--- src/rtl/hub75_scan_scheduler_if.sv ---
// HUB75 scan scheduler bus: frame control, column-shifter handshake and panel strobes.
// master = scheduler side, slave = controller/shifter/panel side.
interface hub75_scan_scheduler_if #(
  parameter int SCAN_RATE  = 32,
  parameter int BIT_DEPTH  = 3,
  parameter int THETA_BITS = 10
);
  localparam int ROW_W = $clog2(SCAN_RATE);
  localparam int PL_W  = (BIT_DEPTH > 1) ? $clog2(BIT_DEPTH) : 1;

  logic                  enable;
  logic [THETA_BITS-1:0] dtheta;
  logic                  shift_done;
  logic                  shift_start;
  logic [ROW_W-1:0]      row_addr;
  logic [PL_W-1:0]       bit_plane;
  logic                  latch;
  logic                  oe_n;
  logic                  frame_done;
  logic                  busy;

  modport master (
    input  enable, dtheta, shift_done,
    output shift_start, row_addr, bit_plane, latch, oe_n, frame_done, busy
  );

  modport slave (
    output enable, dtheta, shift_done,
    input  shift_start, row_addr, bit_plane, latch, oe_n, frame_done, busy
  );
endinterface

--- src/rtl/hub75_scan_scheduler.sv ---
// HUB75 row/bit-plane scan scheduler with binary-coded-modulation on-times.
// Optional feature: define HUB75_SCAN_DEADTIME_EN to insert a 2-cycle
// blanked DEAD state between LATCH and DISPLAY.
module hub75_scan_scheduler #(
  parameter int SCAN_RATE      = 32,
  parameter int BIT_DEPTH      = 3,
  parameter int BASE_ON_CYCLES = 16,
  parameter int THETA_BITS     = 10
) (
  input  logic                  clk_in,
  input  logic                  rst_in,
  hub75_scan_scheduler_if.master bus
);
  localparam int ROW_W = $clog2(SCAN_RATE);
  localparam int PL_W  = (BIT_DEPTH > 1) ? $clog2(BIT_DEPTH) : 1;
  localparam int CNT_W = $clog2((BASE_ON_CYCLES << (BIT_DEPTH - 1)) + 1);
  localparam logic [ROW_W-1:0] ROW_LAST = ROW_W'(SCAN_RATE - 1);
  localparam logic [PL_W-1:0]  PL_LAST  = PL_W'(BIT_DEPTH - 1);

`ifdef HUB75_SCAN_DEADTIME_EN
  typedef enum logic [2:0] {S_IDLE, S_SHIFT, S_BLANK, S_LATCH, S_DEAD, S_DISPLAY} state_t;
`else
  typedef enum logic [2:0] {S_IDLE, S_SHIFT, S_BLANK, S_LATCH, S_DISPLAY} state_t;
`endif

  state_t                r_state, w_state_nxt;
  logic [THETA_BITS-1:0] r_theta;
  logic [ROW_W-1:0]      r_row, r_row_addr;
  logic [PL_W-1:0]       r_plane, r_bit_plane;
  logic [CNT_W-1:0]      r_cnt, w_on_len;
  logic                  r_restart;
  logic                  r_shift_start, r_latch, r_oe_n, r_frame_done, r_busy;
  logic                  w_shift_start_d, w_latch_d, w_oe_n_d, w_frame_done_d, w_busy_d;
  logic                  w_start, w_disp_end, w_plane_last, w_frame_end;
`ifdef HUB75_SCAN_DEADTIME_EN
  logic                  r_dead;
`endif

  assign w_start      = (r_state == S_IDLE) && bus.enable;
  assign w_disp_end   = (r_state == S_DISPLAY) && (r_cnt == '0);
  assign w_plane_last = (r_plane == PL_LAST);
  // Restart requests are only honoured at a row wrap so no row is torn.
  assign w_frame_end  = w_disp_end && w_plane_last && ((r_row == ROW_LAST) || r_restart);
  assign w_on_len     = CNT_W'(BASE_ON_CYCLES) << r_plane;

  // State register.
  always_ff @(posedge clk_in) begin
    if (rst_in) r_state <= S_IDLE;
    else        r_state <= w_state_nxt;
  end

  // Next-state logic.
  always_comb begin
    w_state_nxt = r_state;
    case (r_state)
      S_IDLE:    if (bus.enable) w_state_nxt = S_SHIFT;
      // A shift_done coinciding with our own shift_start belongs to an older request.
      S_SHIFT:   if (bus.shift_done && !r_shift_start) w_state_nxt = S_BLANK;
      S_BLANK:   w_state_nxt = S_LATCH;
`ifdef HUB75_SCAN_DEADTIME_EN
      S_LATCH:   w_state_nxt = S_DEAD;
      S_DEAD:    if (r_dead) w_state_nxt = S_DISPLAY;
`else
      S_LATCH:   w_state_nxt = S_DISPLAY;
`endif
      S_DISPLAY: if (w_disp_end) w_state_nxt = (w_frame_end && !bus.enable) ? S_IDLE : S_SHIFT;
      default:   w_state_nxt = S_IDLE;
    endcase
  end

  // Output decode from the next state; the values are registered below.
  always_comb begin
    w_shift_start_d = (w_state_nxt == S_SHIFT) && (r_state != S_SHIFT);
    w_latch_d       = (w_state_nxt == S_LATCH);
    w_oe_n_d        = (w_state_nxt != S_DISPLAY);
    w_busy_d        = (w_state_nxt != S_IDLE);
    w_frame_done_d  = w_frame_end;
  end

  // Registered panel and handshake outputs.
  always_ff @(posedge clk_in) begin
    if (rst_in) begin
      r_shift_start <= 1'b0;
      r_latch       <= 1'b0;
      r_oe_n        <= 1'b1;
      r_frame_done  <= 1'b0;
      r_busy        <= 1'b0;
      r_row_addr    <= '0;
      r_bit_plane   <= '0;
    end else begin
      r_shift_start <= w_shift_start_d;
      r_latch       <= w_latch_d;
      r_oe_n        <= w_oe_n_d;
      r_frame_done  <= w_frame_done_d;
      r_busy        <= w_busy_d;
      if (r_state == S_BLANK) begin
        r_row_addr  <= r_row;
        r_bit_plane <= r_plane;
      end
    end
  end

  // Row/plane sequencing, theta tracking and on-time counter.
  always_ff @(posedge clk_in) begin
    if (rst_in) begin
      r_theta   <= '0;
      r_row     <= '0;
      r_plane   <= '0;
      r_restart <= 1'b0;
      r_cnt     <= '0;
    end else begin
      if (w_start || w_frame_end) begin
        r_theta   <= bus.dtheta;
        r_row     <= '0;
        r_plane   <= '0;
        r_restart <= 1'b0;
      end else begin
        if ((r_state != S_IDLE) && (bus.dtheta != r_theta)) r_restart <= 1'b1;
        if (w_disp_end) begin
          if (w_plane_last) begin
            r_plane <= '0;
            r_row   <= r_row + ROW_W'(1);
          end else begin
            r_plane <= r_plane + PL_W'(1);
          end
        end
      end
      // Preloaded outside DISPLAY so the count is ready on entry.
      if (r_state == S_DISPLAY) r_cnt <= r_cnt - CNT_W'(1);
      else                      r_cnt <= w_on_len - CNT_W'(1);
    end
  end

`ifdef HUB75_SCAN_DEADTIME_EN
  // Dead-time cycle counter: two blanked cycles after each latch.
  always_ff @(posedge clk_in) begin
    if (rst_in) r_dead <= 1'b0;
    else        r_dead <= (r_state == S_DEAD) ? ~r_dead : 1'b0;
  end
`endif

  assign bus.shift_start = r_shift_start;
  assign bus.row_addr    = r_row_addr;
  assign bus.bit_plane   = r_bit_plane;
  assign bus.latch       = r_latch;
  assign bus.oe_n        = r_oe_n;
  assign bus.frame_done  = r_frame_done;
  assign bus.busy        = r_busy;
endmodule

--- src/flat_wrapper.sv ---
// flat-port wrapper written by rule: the top's interface ports become plain ports
module hub75_scan_scheduler_flat 
#(
  parameter int SCAN_RATE      = 32,
  parameter int BIT_DEPTH      = 3,
  parameter int BASE_ON_CYCLES = 16,
  parameter int THETA_BITS     = 10
)
  (clk_in, rst_in, bus_enable, bus_dtheta, bus_shift_done, bus_shift_start, bus_row_addr, bus_bit_plane, bus_latch, bus_oe_n, bus_frame_done, bus_busy);
  hub75_scan_scheduler_if #(.SCAN_RATE(SCAN_RATE), .BIT_DEPTH(BIT_DEPTH), .THETA_BITS(THETA_BITS)) bus_i ();
  input  logic clk_in;
  input  logic rst_in;
  input wire logic [$bits(bus_i.enable)-1:0] bus_enable;
  input wire logic [$bits(bus_i.dtheta)-1:0] bus_dtheta;
  input wire logic [$bits(bus_i.shift_done)-1:0] bus_shift_done;
  output wire logic [$bits(bus_i.shift_start)-1:0] bus_shift_start;
  output wire logic [$bits(bus_i.row_addr)-1:0] bus_row_addr;
  output wire logic [$bits(bus_i.bit_plane)-1:0] bus_bit_plane;
  output wire logic [$bits(bus_i.latch)-1:0] bus_latch;
  output wire logic [$bits(bus_i.oe_n)-1:0] bus_oe_n;
  output wire logic [$bits(bus_i.frame_done)-1:0] bus_frame_done;
  output wire logic [$bits(bus_i.busy)-1:0] bus_busy;
  assign bus_i.enable = bus_enable;
  assign bus_i.dtheta = bus_dtheta;
  assign bus_i.shift_done = bus_shift_done;
  assign bus_shift_start = bus_i.shift_start;
  assign bus_row_addr = bus_i.row_addr;
  assign bus_bit_plane = bus_i.bit_plane;
  assign bus_latch = bus_i.latch;
  assign bus_oe_n = bus_i.oe_n;
  assign bus_frame_done = bus_i.frame_done;
  assign bus_busy = bus_i.busy;
  hub75_scan_scheduler #(.SCAN_RATE(SCAN_RATE), .BIT_DEPTH(BIT_DEPTH), .BASE_ON_CYCLES(BASE_ON_CYCLES), .THETA_BITS(THETA_BITS)) u_core (.clk_in(clk_in), .rst_in(rst_in), .bus(bus_i));
endmodule
--- config.mk ---
export PLATFORM = sky130hd
export DESIGN_NAME = hub75_scan_scheduler_flat
export DESIGN_NICKNAME = d
export VERILOG_FILES = /design/src/rtl/hub75_scan_scheduler_if.sv /design/src/rtl/hub75_scan_scheduler.sv /design/src/flat_wrapper.sv
export SDC_FILE = /design/constraint.sdc
export NUM_CORES = 1
export LEC_CHECK = 0
export ABC_AREA = 0
export BUFFER_PORTS_ARGS = -buffer_cell sky130_fd_sc_hd__buf_2
export CAP_MARGIN = 10
export CELL_PAD_IN_SITES_DETAIL_PLACEMENT = 1
export CELL_PAD_IN_SITES_GLOBAL_PLACEMENT = 1
export CORE_ASPECT_RATIO = 1.5
export CORE_UTILIZATION = 45
export DETAILED_ROUTE_END_ITERATION = 7
export GPL_TIMING_DRIVEN = 0
export PLACE_DENSITY_LB_ADDON = 0.1
export SYNTH_ARGS = -nofsm -noshare
export SYNTH_HDL_FRONTEND = slang
export SYNTH_SLANG_ARGS = --single-unit
--- constraint.sdc ---
create_clock -name clk_in -period 3.6 [get_ports clk_in]
set_input_delay 1.08 -clock clk_in [delete_from_list [all_inputs] [get_ports clk_in]]
set_output_delay 1.08 -clock clk_in [all_outputs]
set_load 0.1 [all_outputs]
; ---- After elaboration in Yosys (flattened, before gate mapping)
; Cells that the tools add are included.
; Widths: inputs -> output; s select.
[classes]
add_sub_neg = 4
eq_ne = 11
shift = 1
n_mux = 7
reduce_logical = 18
[ops]
columns = operator, count
row1 = $pmux 3 s5, 1
row2 = $sub 7x1->7 const B, 2
row3 = $ne 10x10->1, 1
row4 = $eq 3x2->1 const B, 3
row5 = $mux 3, 3
row6 = $logic_and 1x1->1, 8
row7 = $logic_not 7->1, 1
row8 = $mux 7, 1
row9 = $shl 5x2->7 const A, 1
row10 = $eq 3x1->1 const B, 2
row11 = $reduce_bool 3->1, 2
row12 = $add 5x1->5 const B, 1
row13 = $eq 5x5->1 const B, 1
row14 = $eq 3x3->1 const B, 1
row15 = $logic_not 3->1, 1
row16 = $ne 3x1->1 const B, 1
row17 = $ne 3x3->1 const B, 1
row18 = $add 2x1->2 const B, 1
row19 = $eq 2x2->1 const B, 1
row20 = $logic_not 1->1, 2
row21 = $logic_or 1x1->1, 2
row22 = $mux 2, 1
row23 = $reduce_and 2->1, 1
row24 = $reduce_or 2->1, 1
row25 = $mux 1, 1
[totals]
ff_bits = 40
input_bits = 14
out_inout_bits = 12
word_cells = 54

; ---- Depth between registers and ports, before layout
; Gate-level depths: netlist of the first run.
[logic_depth]
word_depth = 10
ltp_mapped = 8
depth_no_buf = 7

; ---- Least setup slack after synthesis of the first run
; OpenSTA, ideal clock, no wires.
[synth_path]
kind = input-to-reg
startpoint = in rst_in
endpoint = reg u_core.r_bit_plane[0], in the netlist u_core.bus.bit_plane[0]
setup_ns = 0.128
t_arrival_ns = 1.880
required_time_ns = 3.472
slack_ns = 1.593
path_stages = 4
path_buffers = 3
path_cell_list = clkbuf_1 > clkbuf_1 > clkbuf_1 > nor2_1
[synth_rtl]
columns = element, line
row1 = "start, declared", flat_wrapper.sv:12  ; input logic rst_in;
row2 = "end signal, assigned", hub75_scan_scheduler.sv:98  ; r_bit_plane <= r_plane;
row3 = "end, declared", hub75_scan_scheduler.sv:29  ; logic [PL_W-1:0] r_plane, r_bit_plane;
; No word-level cell between the ends.

; ---- Final worst setup path of the first run
[layout_path]
startpoint = in rst_in
endpoint = reg u_core.r_row_addr[4], in the netlist u_core.bus.row_addr[4]
[layout_rtl]
columns = element, line
row1 = "end signal, assigned", hub75_scan_scheduler.sv:97  ; r_row_addr <= r_row;
row2 = "end, declared", hub75_scan_scheduler.sv:28  ; logic [ROW_W-1:0] r_row, r_row_addr;
; No word-level cell between the ends.

==> key figures, run 1 <==
Outcome
  – Status: finished clean

CTS
  – H-tree level count: 2
  – CTS tree: built
  – CTS buffer count: 5
  – Clk root buf: clkbuf_8
  – Clock-pin slew on the worst setup and hold paths: 0.07 ns
  – Hold_buf cts: 0
  – CTS Buffer Depth: 2
  – Clock Latency Late Sink: 0.29 ns
  – Clk sinks: 40
  – Post-CTS resize count: 0
  – Setup bufs post-CTS: 0

Yosys
  – Most used DFF post-synth: dfxtp_1
  – Post-synth EDFFs: 0
  – Synth Cell Area: 0.00189 sq mm
  – Ranking of synthesized cells by area: dfxtp_1, mux2i_1, nand2b_1
  – Synth top area share: 0.424
  – Syn_nets: 208
  – Leading area contributor after synthesis: dfxtp_1
  – Most frequent cells after synthesis: dfxtp_1, nand2b_1, mux2i_1
  – Post-synthesis sequential area ratio: 0.424
  – Share of flip-flops with an asynchronous set or reset: 0
  – Most numerous cell in the Yosys netlist: dfxtp_1
  – Seq cells post-synth: 40
  – Cells after synthesis: 191
  – Post-synth cell types: 43
  – Ys Warns: 0
  – Syn avg cell area: 9.89 sq um

Setup path
  – Critical Path Source Type: primary input
  – Worst R2R Setup Slack: 1.54 ns
  – Cell mode on critical path: clkbuf_1
  – CP cell instances: buf_2 -> clkbuf_1 -> clkbuf_1 -> clkbuf_1 -> nor2_1
  – CP endpoint kind: flop
  – Data required time of the worst path: 3.76 ns
  – R2r startpoint: u_core.r_state[2]$_SDFF_PP0_
  – CP max stage delay: 0.44 ns
  – FF-to-FF End: u_core.r_cnt[4]$_SDFF_PP0_
  – Critical path's slowest cell: clkbuf_1
  – Register-to-Register Path Depth: 7
  – Critical-path maximum fanout: 10
  – WS Path Type: in2reg
  – Critical Path AT: 2.49 ns

Power
  – Switch Pwr: 0.247 mW
  – Switching Share: 0.269
  – Flop pwr share: 0.516
  – Leakage: 0.896 nW
  – Clock power frac: 0.329
  – Power per cell area: 426 mW/mm^2
  – Comb pwr share: 0.155
  – Maximum vdd ir drop: 0.000266 V
  – Cell Int Power: 0.673 mW

STA
  – # setup viols final: 0
  – Minimum clock period: 2.33 ns
  – Rel. slew slack: 0.471
  – RSZ-0062 raised after global routing: false
  – Final hold slack: 0.491 ns
  – Max Clock Skew: 0.00386 ns
  – Worst-Margin Slew: 0.788 ns
  – Fin crit share: 0.648
  – Maximum clock frequency: 0.428 GHz
  – Slew Limit Fails: 0
  – Hold Vio Cnt, Final: 0
  – Setup TNS: 0 ns

Hold path
  – Hold_sp: u_core.bus.row_addr[0]$_SDFFE_PP0P_
  – Hold EP: u_core.bus.row_addr[0]$_SDFFE_PP0P_
  – Worst Hold Class: reg2reg
  – Hold Path Stages: 2

Layout
  – Sequential cell area: 801 sq um
  – Layout Nets: 240
  – Final instance area: 0.00216 sq mm
  – Non-Filler Instances: 269
  – N_diodes: 0
  – Layout area overhead: 14.4%
  – Fillcell total: 467
  – Share of layout cells above drive strength 1: 0.196
  – Area occupied by multi-input gates: 0.00104 sq mm

Drt
  – Residual DRC: 0
  – Drt first-iter violations: 6
  – DRT antenna net count: 0
  – Length of the first detailed-routing pass in iterations: 4
  – DR vias: 1430
  – WL final: 3930 microns
  – Detail-routed net length per standard cell: 14.6 microns
  – Routed vias/inst: 5.32

Global route
  – GRT met1 Usage: 0.188
  – Gr busiest metal: met2
  – Initial antenna violation count: 0
  – Vias in the first global route: 1516
  – Met2 Use GR: 0.392
  – Largest net degree at the start of global routing: 12
  – First-pass GRT wire length: 6450 microns
  – GR Util met3: 0.0487
  – GRT Resource Usage Total: 0.205
  – Overflow after GRT: 0

Flow run
  – Max-cap viol count: 0

Floorplanning
  – Chip height: 81.3 microns
  – Standard-cell row count: 28
  – Die area: 0.00446 sq mm
  – Die extent in x: 54.9 microns
  – Placeable core region: 0.00399 sq mm
  – Starting Density: 0.473
  – Ports: 26

Place
  – Dpl cell area: 0.00207 sq mm
  – Port Buffers: 25
  – Final Wtd Congestion: 0.723
  – DP Cell Count: 261
  – Post-DP HPWL: 3040 microns
==> how the worst max path moves through the flow <==
stage	to	slack, ns	start
after detailed placement	u_core.bus.row_addr[4]$_SDFFE_PP0P_	0.90	rst_in
after global routing	u_core.bus.row_addr[1]$_SDFFE_PP0P_	1.12	rst_in
after global placement	u_core.bus.row_addr[4]$_SDFFE_PP0P_	0.96	rst_in
final	u_core.bus.row_addr[4]$_SDFFE_PP0P_	1.27	rst_in
after CTS	u_core.bus.row_addr[4]$_SDFFE_PP0P_	1.20	rst_in
after floorplan	u_core.bus.bit_plane[0]$_SDFFE_PP0P_	1.59	rst_in
==> final cells by class <==
class                      instances  share of cell area
multi-input combinational        139               0.480
sequential                        40               0.371
timing repair buffer              25              0.0579
clock buffer                       8              0.0417
tap                               45              0.0261
buffer                             9              0.0185
inverter                           3             0.00521
==> power groups by stage <==
stage                     combinational [mW]  sequential (mW)  clock [mW]
after CTS                              0.145            0.475       0.308
final                                  0.143            0.475       0.303
after global routing                   0.155            0.477       0.329
after detailed placement               0.145            0.485           0
after floorplan                       0.0841            0.510           0
after global placement                 0.141            0.483           0
==> through the flow <==
stage	util	power, mW	worst slack [ns]
after CTS	0.541	0.929	1.20
after floorplan	-	0.594	1.59
after global placement	0.518	0.624	0.959
final	0.541	0.920	1.27
after global routing	0.541	0.961	1.12
after detailed placement	0.518	0.630	0.903
==> sequential cells by signal, summed over array words and instances (netlist names), 2 cells and up <==
name,count
u_core.r_row,5
u_core.r_theta,10
u_core.bus.row_addr,5
u_core.r_state,3
u_core.r_cnt,7
u_core.bus.bit_plane,2
u_core.r_plane,2
==> worst max-delay path: cells and delay by family <==
family / cells / cell delay (ns)
AND/OR/NAND/NOR: 1 / 0.11
buffers and inverters: 4 / 1.29
==> cells by family (layout without fill, tap and decap cells) <==
group           count (synthesis)  count (layout)  synth area share
fa+ha+maj                       3               3            0.0199
flops                          40              40             0.424
mux                            20              20             0.106
buf+inv                        12              45            0.0272
simple gates                   80              80             0.262
compound gates                 17              17            0.0722
xor+xnor                       19              19            0.0881
==> cell usage in the layout (no fill, tap or decap), drive strengths merged, types with 6 or more instances in the layout <==
master and n:
dfxtp 40, nand2 6, buf 29, nor3 10, xor2 6, mux2i 20, nand2b 21, xnor2 13
nor2 17, clkbuf 13
==> metal layers <==
layer	up-vias	share of wire
met4	0	0.018
li1	725	-
met2	21	0.57
met3	6	0.027
met5	-	0
met1	678	0.38
Note: power is estimated with default switching activity, not from simulation.
==> run 2, diff against run 1 <==
--- a/config.mk
+++ b/config.mk
@@ -11,7 +11,7 @@
 export CELL_PAD_IN_SITES_DETAIL_PLACEMENT = 1
 export CELL_PAD_IN_SITES_GLOBAL_PLACEMENT = 1
 export CORE_ASPECT_RATIO = 1.5
-export CORE_UTILIZATION = 45
+export CORE_UTILIZATION = 43
 export DETAILED_ROUTE_END_ITERATION = 7
 export GPL_TIMING_DRIVEN = 0
 export PLACE_DENSITY_LB_ADDON = 0.1
==> constraint.sdc (replaced) <==
create_clock -name clk_in -period 2.2 [get_ports clk_in]
set_input_delay 0.66 -clock clk_in [delete_from_list [all_inputs] [get_ports clk_in]]
set_output_delay 0.66 -clock clk_in [all_outputs]
set_load 0.1 [all_outputs]
==> key figures, run 2 (same netlist as run 1, synthesis figures left out) <==
STA
  – Final hold slack: 0.492 ns (+0.000303 ns)
  – # setup viols final: 0 (unchanged)
  – Rel. slew slack: 0.508 (+0.0367)
  – Worst-Margin Slew: 0.733 ns (-0.0546 ns)
  – RSZ-0062 raised after global routing: false
  – Max Clock Skew: 0.00670 ns (+0.00284 ns)
  – Maximum clock frequency: 0.509 GHz
  – Slew Limit Fails: 0 (unchanged)
  – Hold Vio Cnt, Final: 0 (unchanged)
  – Fin crit share: 0.893
  – Setup ws final: 0.235 ns (-1.03 ns)
  – Minimum clock period: 1.97 ns

Floorplanning
  – Chip height: 83.2 microns (+2.2%)
  – Starting Density: 0.449 (-0.0242)
  – Die extent in x: 56.1 microns (+2.2%)
  – Ports: 26 (unchanged)
  – Die area: 0.00467 sq mm (+4.5%)
  – Standard-cell row count: 29 (+3.6%)
  – Placeable core region: 0.00421 sq mm (+5.4%)

Setup path
  – Crit-path leading delay family: simple AND/OR/NAND/NOR gates
  – Data required time of the worst path: 2.42 ns (-1.34 ns)
  – CP max stage delay: 0.40 ns (-0.04 ns)
  – Critical Path AT: 2.18 ns (-0.31 ns)
  – WS Path Type: reg2reg
  – Critical path's slowest cell: o32ai_1
  – Critical Path Source: u_core.r_row[0]$_SDFFE_PP0P_
  – Critical-path maximum fanout: 4 (-6)
  – CP cell instances: ha_1 -> and3_1 -> ha_1 -> nor2_1 -> nor3b_1 -> o32ai_1 -> nand3b_1
  – Worst R2R Setup Slack: 0.23 ns (-1.31 ns)
  – Cell mode on critical path: ha_1
  – Buf/Inv on CP: 0 (-4)
  – Critical Path Source Type: flop
  – CP endpoint kind: flop
  – R2r startpoint: u_core.r_row[0]$_SDFFE_PP0P_

Layout
  – Commonest non-fill, non-tap cells in the layout: dfxtp_1, buf_2, nand2b_1, mux2i_1, nor2_1
  – Most common cell after layout, fill and taps aside: dfxtp_1
  – Layout area overhead: 14.9%
  – Final instance area: 0.00217 sq mm (+0.46%)
  – Largest registers: u_core.r_theta x10, u_core.r_cnt x7
  – Area occupied by multi-input gates: 0.00104 sq mm (unchanged)
  – Layout Nets: 244 (+1.7%)
  – Biggest register: u_core.r_theta
  – Share of layout cells above drive strength 1: 0.209 (+0.0125)
  – N_diodes: 0 (unchanged)
  – Non-Filler Instances: 271 (+0.74%)
  – Sequential cell area: 801 sq um (unchanged)
  – Max reg flops: 10 (unchanged)
  – Fillcell total: 505 (+8.1%)

Global route
  – First-pass GRT wire length: 7230 microns (+12%)
  – Initial antenna violation count: 0 (unchanged)
  – Gr busiest metal: met2
  – GRT Resource Usage Total: 0.200 (-0.00492)
  – GR Util met3: 0.0327 (-0.0160)
  – Overflow after GRT: 0 (unchanged)
  – Largest net degree at the start of global routing: 11 (-1)
  – Vias in the first global route: 1577 (+4.0%)
  – GRT met1 Usage: 0.204 (+0.0160)
  – Met2 Use GR: 0.387 (-0.00412)

Power
  – Leakage: 0.908 nW (+1.4%)
  – Maximum vdd ir drop: 0.000546 V (+100%)
  – Power, Total: 1.44 mW (+56%)
  – Power per cell area: 663 mW/mm^2 (+56%)

Drt
  – DR vias: 1463 (+2.3%)
  – WL final: 4140 microns (+5.3%)
  – Detail-routed net length per standard cell: 15.3 microns (+4.5%)
  – Length of the first detailed-routing pass in iterations: 3 (-1)
  – DRT antenna net count: 0 (unchanged)
  – Residual DRC: 0 (unchanged)
  – Routed vias/inst: 5.40 (+1.6%)
  – Drt first-iter violations: 28 (+22)

Outcome
  – Status: finished clean

CTS
  – CTS tree: built
  – Clock-pin slew on the worst setup and hold paths: 0.07 ns (about the same)
  – H-tree level count: 2 (unchanged)
  – Clk sinks: 40 (unchanged)
  – CTS Buffer Depth: 2 (unchanged)
  – Hold_buf cts: 0 (unchanged)
  – Clk root buf: clkbuf_8
  – Clock Latency Late Sink: 0.28 ns (about the same)
  – CTS buffer count: 5 (unchanged)
  – Post-CTS resize count: 0 (unchanged)
  – Setup bufs post-CTS: 0 (unchanged)

Place
  – DP Worst Slack: -0.111 ns (-1.01 ns)
  – DP Cell Count: 262 (+0.38%)
  – Dpl cell area: 0.00207 sq mm (about the same)
  – Post-DP HPWL: 3230 microns (+6.1%)
  – Final Wtd Congestion: 0.722 (-0.12%)
  – Port Buffers: 25 (unchanged)

Hold path
  – Worst Hold Class: reg2reg
  – Hold_sp: u_core.r_theta[5]$_SDFFE_PP0P_

Flow run
  – Max-cap viol count: 0 (unchanged)
## run 2: cell type report
class,instances,share of cell area
flip-flops and latches,40,0.369
inverters,3,0.00519
plain buffers,9,0.0185
clock buffers,5,0.0317
well taps,46,0.0265
repair buffers,29,0.0715
multi-input cells,139,0.478
## run 2: layer usage
layer  wire length [microns]  vias up
met5                       0        -
met1                    1540      707
met4                      88        0
met2                    2420       22
met3                      89        7
li1                        -      727
## run 2: worst paths after layout
check	end	cells past startpoint
hold reg to reg	u_core.r_theta[5]$_SDFFE_PP0P_	2
hold / removal	u_core.r_theta[5]$_SDFFE_PP0P_	2
setup / recovery	u_core.bus.busy$_SDFF_PP0_	7
setup reg to reg	u_core.bus.busy$_SDFF_PP0_	7
## run 2: where the power goes
part | switching (mW) | leakage [nW] | internal (mW)
combinational | 0.148 | 0.546 | 0.0904
sequential | 0.0204 | 0.326 | 0.756
clock | 0.220 | 0.0359 | 0.204
## run 2: stage by stage
step	setup TNS [ns]	utilization
floorplan	0	-
global placement	-0.390	0.492
detailed placement	-0.888	0.492
CTS	0	0.508
global route	0	0.515
finish	0	0.515
## run 2: worst reg2reg max path, cell delays in order, from the launching register on
cell and delay, ns:
dfxtp_1 0.35, ha_1 0.23, and3_1 0.19, ha_1 0.17, nor2_1 0.25, nor3b_1 0.12
o32ai_1 0.40, nand3b_1 0.18
